===== config.mk =====
export PLATFORM = sky130hd
export DESIGN_NAME = cdc_channel_arbiter
export DESIGN_NICKNAME = d
export VERILOG_FILES = /design/src/rtl/cdc_channel_arbiter.sv
export SDC_FILE = /design/constraint.sdc
export NUM_CORES = 1
export LEC_CHECK = 0
export ABC_AREA = 1
export BUFFER_PORTS_ARGS = -buffer_cell sky130_fd_sc_hd__buf_2
export CAP_MARGIN = 10
export CORE_UTILIZATION = 44
export CTS_CLUSTER_SIZE = 24
export DETAILED_ROUTE_END_ITERATION = 8
export GPL_TIMING_DRIVEN = 0
export PLACE_DENSITY = 0.82
export SLEW_MARGIN = 20
export SYNTH_ARGS = -nofsm -noshare
export SYNTH_HDL_FRONTEND = slang
export SYNTH_SLANG_ARGS = --single-unit

===== constraint.sdc =====
create_clock -name src_clk -period 2.2 [get_ports src_clk]
set_input_delay 0.22 -clock src_clk [delete_from_list [all_inputs] [get_ports src_clk]]
set_output_delay 0.22 -clock src_clk [all_outputs]
set_load 0.1 [all_outputs]

===== src/rtl/cdc_channel_arbiter.sv =====
// Round-robin arbiter sharing one toggle-handshake CDC source port among NUM_REQ requesters.
// Optional stall timeout enabled with `define CDC_ARB_TIMEOUT_EN.
module cdc_channel_arbiter #(
   parameter int NUM_REQ        = 4,
   parameter int DATA_WIDTH     = 32,
   parameter int MIN_GAP        = 0,
   parameter int TIMEOUT_CYCLES = 1024,
   localparam int ID_WIDTH      = (NUM_REQ > 2) ? $clog2(NUM_REQ) : 1
) (
   input  logic                           src_clk,
   input  logic                           src_rst_n,
   input  logic                           arb_en,
   input  logic [NUM_REQ-1:0]             req_mask,
   input  logic [NUM_REQ-1:0]             req_valid,
   input  logic [NUM_REQ*DATA_WIDTH-1:0]  req_data,
   output logic [NUM_REQ-1:0]             req_ready,
   output logic [ID_WIDTH+DATA_WIDTH-1:0] cdc_data,
   output logic                           cdc_valid,
   input  logic                           cdc_ready,
   output logic                           busy,
   output logic [ID_WIDTH-1:0]            last_id,
   output logic                           err_timeout,
   input  logic                           err_clr
);

   localparam logic [7:0] GAP_LOAD = (MIN_GAP > 0) ? 8'(MIN_GAP - 1) : 8'd0;

   typedef enum logic [1:0] {IDLE, SEND, GAP} state_t;

   state_t                  state, state_nx;
   logic [ID_WIDTH-1:0]     ptr;
   logic [ID_WIDTH-1:0]     win;
   logic [ID_WIDTH:0]       cand;
   logic                    found;
   logic [NUM_REQ-1:0]      elig;
   logic [DATA_WIDTH-1:0]   win_data;
   logic                    grant;
   logic                    handshake;
   logic                    timeout_hit;
   logic [7:0]              gap_cnt;

`ifdef CDC_ARB_TIMEOUT_EN
   localparam int STALL_W = $clog2(TIMEOUT_CYCLES + 1);
   logic [STALL_W-1:0] stall_cnt;
`endif

   // Search upward from ptr+1 with wrap; the first eligible index wins.
   always_comb begin
      elig  = req_valid & ~req_mask;
      found = 1'b0;
      win   = '0;
      cand  = '0;
      for (int unsigned k = 1; k <= NUM_REQ; k++) begin
         cand = {1'b0, ptr} + (ID_WIDTH+1)'(k);
         if (cand >= (ID_WIDTH+1)'(NUM_REQ))
            cand = cand - (ID_WIDTH+1)'(NUM_REQ);
         if (!found && elig[cand[ID_WIDTH-1:0]]) begin
            found = 1'b1;
            win   = cand[ID_WIDTH-1:0];
         end
      end
   end

   always_comb begin
      win_data = '0;
      for (int unsigned i = 0; i < NUM_REQ; i++)
         if (win == ID_WIDTH'(i))
            win_data = req_data[i*DATA_WIDTH +: DATA_WIDTH];
   end

   always_ff @(posedge src_clk or negedge src_rst_n) begin
      if (!src_rst_n) state <= IDLE;
      else            state <= state_nx;
   end

   always_comb begin
      state_nx    = state;
      req_ready   = '0;
      grant       = 1'b0;
      handshake   = 1'b0;
      timeout_hit = 1'b0;
      unique case (state)
         IDLE: begin
            if (arb_en && found) begin
               grant          = 1'b1;
               req_ready[win] = 1'b1;
               state_nx       = SEND;
            end
         end
         SEND: begin
            if (cdc_ready) begin
               handshake = 1'b1;
               state_nx  = (MIN_GAP > 0) ? GAP : IDLE;
            end
`ifdef CDC_ARB_TIMEOUT_EN
            else if (stall_cnt == STALL_W'(TIMEOUT_CYCLES - 1)) begin
               timeout_hit = 1'b1;
               state_nx    = IDLE;
            end
`endif
         end
         GAP: begin
            if (gap_cnt == '0) state_nx = IDLE;
         end
         default: state_nx = IDLE;
      endcase
   end

   always_ff @(posedge src_clk or negedge src_rst_n) begin
      if (!src_rst_n) begin
         cdc_data  <= '0;
         cdc_valid <= 1'b0;
         ptr       <= ID_WIDTH'(NUM_REQ - 1);
         last_id   <= '0;
         gap_cnt   <= '0;
      end else begin
         if (grant) begin
            cdc_data  <= {win, win_data};
            cdc_valid <= 1'b1;
            ptr       <= win;
            last_id   <= win;
         end else if (handshake || timeout_hit) begin
            cdc_valid <= 1'b0;
         end
         if (handshake)
            gap_cnt <= GAP_LOAD;
         else if (state == GAP && gap_cnt != '0)
            gap_cnt <= gap_cnt - 8'd1;
      end
   end

   assign busy = (state != IDLE);

`ifdef CDC_ARB_TIMEOUT_EN
   always_ff @(posedge src_clk or negedge src_rst_n) begin
      if (!src_rst_n) begin
         stall_cnt   <= '0;
         err_timeout <= 1'b0;
      end else begin
         if (grant)
            stall_cnt <= '0;
         else if (state == SEND && !cdc_ready)
            stall_cnt <= stall_cnt + 1'b1;
         // A timeout in the same cycle as err_clr keeps the flag set.
         if (timeout_hit)
            err_timeout <= 1'b1;
         else if (err_clr)
            err_timeout <= 1'b0;
      end
   end
`else
   logic unused_err_clr;
   assign unused_err_clr = err_clr;
   assign err_timeout    = 1'b0;
`endif

endmodule

* Yosys cells after proc, flatten, opt, wreduce, memory -nomap -nowiden
Cells that the tools add are included.
** Storage, ports and cells
- Register bits :: 49
- Bits of input ports :: 141
- Logic and storage cells :: 92
** Operators by class
- $add $sub $neg :: 9
- Magnitude comparators :: 10
- Equality and inequality tests :: 8
- Mux-type cells :: 40
- Bitwise operators :: 2
- Reduce and logical (&&, ||, !) cells :: 17
** Operator list (number)
- 32-bit 2-to-1 mux :: 4
- 2-bit 2-to-1 mux :: 11
- 8-bit 2-to-1 mux :: 2
- 2-bit by 3-bit less-than comparator with 1-bit output (second input constant) :: 5
- 1-bit 2-to-1 mux :: 15
- 3-bit greater-or-equal comparator (second input constant) :: 4
- 1-bit binary-select mux with 2-bit select :: 4
- 8-bit zero test :: 1
- 4-bit 2-to-1 mux :: 2
- 8-bit nonzero test :: 1
- 2-bit by 1-bit subtractor with 2-bit output (second input constant) :: 4
- 8-bit by 1-bit subtractor with 8-bit output (second input constant) :: 1
- 2-bit by 2-bit adder with 3-bit output (second input constant) :: 2
- 2-bit == test (second input constant) :: 3
- 1-bit logical AND :: 6
- 2-bit inequality test (second input constant) :: 3
- 2-bit one-hot mux with 3 select lines :: 1
- 2-bit nonzero test :: 3
- 4-bit bitwise AND :: 1
- 2-bit by 1-bit == test with 1-bit output (second input constant) :: 2
- 2-bit zero test :: 2
- 4-bit NOT :: 1
- 2-bit by 1-bit adder with 3-bit output (second input constant) :: 1
- 2-bit by 3-bit adder with 3-bit output (second input constant) :: 1
- other kinds (4) :: 6

* Depth between registers and ports, before layout
Gate-level depths: netlist of the first run.
- Depth in word-level cells :: 21
- Depth in mapped cells :: 16
- Gate-level depth less buffers :: 15

* Least setup slack after synthesis of the first run
No wires, ideal clock.
- Kind :: register to output
- Start point :: register ptr[0]
- End point :: output port req_ready[0]
- Arrival time :: 3.619 ns
- Data required time :: 1.980 ns
- Setup slack :: -1.639 ns
- Cell stages (with the launch flop) :: 12
- Path buffers :: 1
- Cells stage by stage :: dfstp_2 -> inv_2 -> nand3_1 -> nand2_1 -> nand2_1 -> nand2_1 -> nand3_1 -> nand3_1 -> nand2_4 -> inv_4 -> buf_2 -> nor3_1
** On the way
- Cells in the longest elaborated chain, start to end :: 21
- Elaborated cells between the ends (all ways) :: 46
- Classes of those cells :: add/sub (8); order compare (6); mux (24); reduce/logical (8)
** RTL lines
- start: declaration :: RTL line 31 : logic [ID_WIDTH-1:0] ptr;
- start signal: assignment :: RTL line 113 : ptr <= ID_WIDTH'(NUM_REQ - 1);
- start signal: assignment :: RTL line 120 : ptr <= win;
- 2-bit by 1-bit adder with 3-bit output :: RTL line 54 : cand = {1'b0, ptr} + (ID_WIDTH+1)'(k);
- 3-bit greater-or-equal comparator / 2-bit by 1-bit subtractor with 2-bit output (equally long branches) :: RTL line 55, 56
- 2-bit 2-to-1 mux :: RTL line 55 : if (cand >= (ID_WIDTH+1)'(NUM_REQ))
- 1-bit binary-select mux with 2-bit select :: RTL line 57 : if (!found && elig[cand[ID_WIDTH-1:0]]) begin
- 1-bit 2-to-1 mux (implied by the code) :: RTL line 57
- 1-bit 2-to-1 mux :: RTL line 57
- 1-bit zero test :: RTL line 57
- 1-bit logical AND :: RTL line 57
- [... 5 more ...]
- 1-bit logical AND :: RTL line 57
- 2-bit 2-to-1 mux :: RTL line 57
- 2-bit by 3-bit less-than comparator with 1-bit output (implied by the code) / 2-bit by 1-bit greater-or-equal comparator with 1-bit output (equally long branches) :: RTL line 86 : req_ready[win] = 1'b1;
- 1-bit logical AND (implied by the code) :: RTL line 86
- 1-bit 2-to-1 mux (implied by the code) :: RTL line 86
- 1-bit demux with 2-bit select :: RTL line 86
- 4-bit 2-to-1 mux * :: RTL line 84 : if (arb_en && found) begin
- 4-bit 2-to-1 mux * :: RTL line 82 : unique case (state)
- end: declaration :: RTL line 16 : output logic [NUM_REQ-1:0] req_ready,
Every way passes the cells marked *; elsewhere a longest branch is shown, timed or not. The select of a mux whose other input is x is not followed.

* Worst setup path after layout of the first run
Same ends and word-level chain as after synthesis.

==> reports/summary.txt, run 1 <==
Via density -> 5.29
Synth Register Bits -> 38
All-Layer GR Usage -> 29.9%
WP buf/inv -> 4
Worst r2r path cells -> 17
YS warnings -> 0
Slew Limit Fails -> 0
Clk_lat worst skew -> 0.29 ns
H-tree Lvls -> 2
CP top delay family -> simple AND/OR/NAND/NOR gates
Leading area contributor after synthesis -> dfrtp_1
Clk sinks -> 38
Worst setup path class -> register to output port
Final setup violation count -> 36
Die W -> 83.5 µm
Core area -> 6390 µm²
Average size of a mapped cell -> 6.34 µm²
Layout Nets -> 817
Number of cells after detailed placement -> 719
Required time of the critical path -> 1.98 ns
WP data arrival -> 2.40 ns
Syn Inst Count -> 461
Tmin final -> 2.62 ns
Via count -> 3982
Commonest non-fill, non-tap cell in the layout -> buf_2
Reg clk slew, reported paths -> 0.08 ns
Hold Fails Final Rpt -> 0
Layout area overhead -> 58.6%
DP HPWL -> 7600 µm
CP Launch Type -> register
Crit path max fanout -> 7
Share of cells above drive strength 1 -> 44.1%
CTS Root Cell -> clkbuf_8
Fmax -> 381 MHz
Synthesized net count -> 602
DRT Wirelength -> 10900 µm
Post-layout util -> 72.6%
Initial Utilization -> 45.8%
Die H -> 83.5 µm
Number of global-route vias before repair -> 3724
Setup Skew -> 0.0103 ns
Status -> finished with violations
Initial antenna violation count -> 0
Final standard cell area without fillers -> 4640 µm²
Crit-path cells -> nand3_2, nand3_2, nand2_4, nand4_1, nand2_1, inv_4, nand2_8, buf_8, buf_12, nor3_4, buf_12
Clock buffer depth -> 2
# IOs -> 184
Relative slew slack -> 42.3%
Final Wtd Congestion -> 0.880
Max-cap viol count -> 0
Post-synth top area share -> 30.8%
RSZ-0062 raised after global routing -> true
Mapped Area -> 2920 µm²
CTS tree -> yes
Final worst path period share -> 119%
FF-to-FF setup slack -> -0.27 ns
Initial DRC Count -> 234
PortBufs -> 181
Unique masters post-synth -> 29
Commonest non-fill, non-tap cells in the layout -> buf_2 (182), nand2_1 (155), nand3_1 (77)
Cts bufs inserted -> 5
Critical Path Sink Type -> output port
Violated checks -> setup timing
Slowest CP cell -> dfstp_4
Worst slew pin tran -> 0.866 ns
Routed Antenna Nets -> 0
DP Area -> 3980 µm²
Largest net degree at the start of global routing -> 39
Antenna cells -> 0
Final WS setup -> -0.423 ns
DRC errors left -> 0
Rows -> 29
FF-to-FF End -> cdc_data[26]
Synth area leaders -> dfrtp_1 (31%), nand2_1 (22%), nand3_1 (15%)
Final Non-Filler Cells -> 753
Drt first pass iters -> 5
R2r startpoint -> ptr[0]
Crit path from -> ptr[0]
Hold_buf cts -> 0
Drt wl/cell -> 14.5 µm
Die footprint -> 6970 µm²
Global-route congestion overflow total -> 0
Seq/Total Area, Yosys -> 32.6%
CP max stage delay -> 0.73 ns
Hold crit path type -> primary input to asynchronous set/reset pin
First-pass GRT wire length -> 16900 µm
Fill cells -> 521
[final cells by class]
| cell class | count | area [µm²] | share of cell area (%) |
|---|---|---|---|
| multi-input combinational | 349 | 1860 | 40.2 |
| timing repair buffer | 209 | 1200 | 25.8 |
| sequential | 38 | 957 | 20.6 |
| buffer | 27 | 259 | 5.59 |
| inverter | 46 | 188 | 4.05 |
| tap | 77 | 96.3 | 2.08 |
| clock buffer | 5 | 68.8 | 1.48 |
| clock inverter | 2 | 10.0 | 0.216 |
[synthesized netlist by cell type, drive strengths merged]
| cell type | instances |
|---|---|
| dfstp | 2 |
| nor3 | 2 |
| nand3 | 92 |
| conb | 1 |
| o31ai | 1 |
| nand3b | 5 |
| dfrtp | 36 |
| nor2 | 28 |
| nand2 | 175 |
| inv | 46 |
| a21oi | 5 |
| nand4 | 3 |
| or2 | 1 |
| o21ai | 36 |
| buf | 28 |
[metal layers]
layer	track usage, %	routed length (µm)	vias to the layer above
met5	0	0	-
met4	10.5	368	0
met3	4.95	806	34
met2	53.7	5660	216
met1	36.1	4080	1827
li1	-	-	1905
[sequential cells by signal (all words and copies together) (netlist names)]
| name | count |
|---|---|
| cdc_data | 34 |
| cdc_valid | 1 |
| ptr | 2 |
| state | 1 |
[through the flow]
| step | setup TNS (ns) | hold slack (ns) | setup WS [ns] |
|---|---|---|---|
| floorplan | -1.38 | -0.0756 | -0.370 |
| global placement | -2.45 | 0.365 | -0.602 |
| detailed placement | -3.13 | 0.380 | -0.648 |
| CTS | -1.92 | 0.0652 | -0.353 |
| global route | -9.54 | 0.0986 | -0.485 |
| finish | -4.89 | 0.0401 | -0.423 |
[cell families after synthesis]
| family | after synthesis | share of synthesized area, % |
|---|---|---|
| AOI/OAI and AO/OA | 42 | 7.28 |
| DFF | 38 | 32.6 |
| buffers and inverters | 74 | 12.6 |
| other | 1 | 0.128 |
| and+or+nand+nor | 306 | 47.4 |
[how the worst max path moves through the flow]
| stage | cells after the start | to |
|---|---|---|
| finish | 11 | req_ready[0] |
| CTS | 10 | req_ready[1] |
| floorplan | 12 | req_ready[0] |
| global placement | 12 | req_ready[2] |
| global route | 12 | req_ready[0] |
| detailed placement | 10 | req_ready[3] |
[repair_timing]
action,CTS,global route
buffers inserted,19,7
endpoints found under the setup margin,25,38
gates cloned,0,2
resized for setup,74,29
pin swaps,13,8
[worst register-to-register path: cells and delay by family, from the launching register on]
family | cells | cell delay (ns)
buf+inv | 5 | 0.56
compound gates | 1 | 0.17
flops | 1 | 0.73
simple gates | 11 | 0.93
Power of run 1 is left out: the tool's default activity adds up to more than one toggle a clock period on the data nets, which glitch-free logic cannot reach.
==> run 2: changes to the inputs <==
CORE_UTILIZATION = 45   (was 44)
PLACE_DENSITY = default   (was 0.82)
PLACE_DENSITY_LB_ADDON = 0.15   (was default)
clock period = 3.2 ns   (was 2.2 ns; I/O delays follow)
==> run 2 against run 1 <==
Effect of this change:
- count of clock-buffer cells in the layout increased by 3
- global-route usage decreased by 2.0 points
- routed wire length decreased by 13%
- the flow now finishes without violations
- critical endpoint is now req_ready[3]
- critical path depth increased by 2
- register-to-register slack improved by 1.2 ns
- utilization decreased by 6.1 points
- clock skew decreased by 0.0037 ns
==> reports/summary.txt, run 2 (synthesized netlist as in run 1, its figures left out) <==
CP top delay family -> simple AND/OR/NAND/NOR gates
H-tree Lvls -> 2 (unchanged)
Initial antenna violation count -> 0 (unchanged)
Share of cells above drive strength 1 -> 36.9% (-7.2 points)
Fill cells -> 584 (+12%)
Final Non-Filler Cells -> 726 (-3.6%)
Via count -> 3688 (-7.4%)
Final worst path period share -> 93.8%
Crit path max fanout -> 10 (+3)
First-pass GRT wire length -> 14400 µm (-15%)
Layout area overhead -> 38.7%
All-Layer GR Usage -> 27.9% (-2.0 points)
Largest net degree at the start of global routing -> 39 (unchanged)
Crit-path cells -> inv_2, nand3_1, nand3_1, nand2_2, nand2_2, nor2_4, nand3_4, nand2_8, buf_8, buf_6, nand2_1, nor2_1, buf_6
Max reg flops -> 34 (unchanged)
Relative slew slack -> 41.6% (-0.65 points)
CTS Root Cell -> clkbuf_8
CP Launch Type -> register
Drt wl/cell -> 13.1 µm (-9.7%)
Clk_lat worst skew -> 0.28 ns (about the same)
Core area -> 6100 µm² (-4.5%)
Drt first pass iters -> 5 (unchanged)
Worst setup path class -> register to output port
Critical Path Sink Type -> output port
Slowest CP cell -> dfstp_2
Clock buffer depth -> 2 (unchanged)
CP max stage delay -> 0.60 ns (-0.13 ns)
Post-layout util -> 66.5% (-6.1 points)
WP buf/inv -> 4 (unchanged)
Commonest non-fill, non-tap cell in the layout -> buf_2
Cts bufs inserted -> 5 (unchanged)
Initial Utilization -> 47.9% (+2.2 points)
Slew Limit Fails -> 0 (unchanged)
Final Wtd Congestion -> 0.863 (-2.0%)
Antenna cells -> 0 (unchanged)
DP HPWL -> 7410 µm (-2.5%)
Reg with most FFs -> cdc_data
Worst slew pin tran -> 0.876 ns (+0.00970 ns)
Die W -> 82.6 µm (-1.1%)
Tmin final -> 3.00 ns
RSZ-0062 raised after global routing -> false
Die H -> 82.6 µm (-1.1%)
Global-route congestion overflow total -> 0 (unchanged)
Number of global-route vias before repair -> 3115 (-16%)
Fmax -> 333 MHz
Layout Nets -> 791 (-3.2%)
Initial DRC Count -> 163 (-30%)
Status -> finished clean
Routed Antenna Nets -> 0 (unchanged)
Final standard cell area without fillers -> 4050 µm² (-13%)
Setup Skew -> 0.00666 ns (-0.00368 ns)
DP Area -> 3930 µm² (-1.1%)
Hold crit path type -> primary input to asynchronous set/reset pin
Clk sinks -> 38 (unchanged)
DRT Wirelength -> 9500 µm (-13%)
Die footprint -> 6820 µm² (-2.2%)
Rows -> 28 (-3.4%)
Final setup violation count -> 0 (-100%)
# IOs -> 184 (unchanged)
Hold Fails Final Rpt -> 0 (unchanged)
Number of cells after detailed placement -> 717 (-0.28%)
PortBufs -> 181 (unchanged)
CTS tree -> yes
Biggest regs -> cdc_data: 34 flops, ptr: 2 flops
Reg clk slew, reported paths -> 0.08 ns (about the same)
Required time of the critical path -> 2.88 ns (+0.90 ns)
Max-cap viol count -> 0 (unchanged)
Via density -> 5.08 (-3.9%)
WP data arrival -> 2.68 ns (+0.28 ns)
Commonest non-fill, non-tap cells in the layout -> buf_2 (192), nand2_1 (168), nand3_1 (89)
DRC errors left -> 0 (unchanged)
[run 2: changes by cell type in the layout (fill, tap and decap cells not counted), sizes merged]
cell,change
clkbuf,+2
buf,-25
clkinv,-2
[run 2: repair_timing]
item / CTS / global route
setup buffers: 0 / 1
endpoints found under the setup margin: 2 / 4
gates resized for setup: 2 / 9
pin swaps: 0 / 1
hold buffers: 0 / 0
[run 2: layer usage]
metal  track usage (%)  vias to the layer above  share of wire (%)  routed length (µm)
li1                  -                     1839                  -                   -
met1              34.8                     1659                 41                3940
met2              49.7                      176                 50                4720
met3              6.26                       14                8.3                 788
met4              5.00                        0               0.58                  55
met5                 0                        -                  0                   0
[run 2: path summary, 6_finish.rpt]
path / slack, ns / cells past startpoint / to / startpoint
max: 0.20 / 13 / req_ready[3] / ptr[0]
min: 0.15 / 1 / cdc_data[16] / src_rst_n
max reg2reg: 0.94 / 13 / cdc_data[23] / ptr[0]
min reg2reg: 0.47 / 2 / cdc_data[24] / cdc_data[24]
max in group asynchronous: 2.50 / 1 / cdc_data[28] / src_rst_n
min in group src_clk: 0.24 / 2 / state[0] / cdc_ready
[run 2: stage by stage]
| step | hold slack, ns | setup slack (ns) | TNS [ns] |
|---|---|---|---|
| 2_1_floorplan | 0.0244 | -0.0985 | -0.197 |
| 3_3_place_gp | 0.457 | 0.296 | 0 |
| 3_5_place_dp | 0.464 | 0.295 | 0 |
| 4_1_cts | 0.165 | 0.0893 | 0 |
| 5_1_grt | 0.212 | 0.0143 | 0 |
| 6_report | 0.148 | 0.198 | 0 |
[run 2: cell type report]
cell class / count / area [µm²] / share of cell area [%]
plain buffers: 28 / 195 / 4.82
clock buffers: 8 / 90.1 / 2.22
inverters: 46 / 175 / 4.32
multi-input cells: 349 / 1610 / 39.8
flip-flops and latches: 38 / 953 / 23.5
well taps: 75 / 93.8 / 2.32
repair buffers: 182 / 931 / 23.0
Power of run 2 is left out for the same reason.
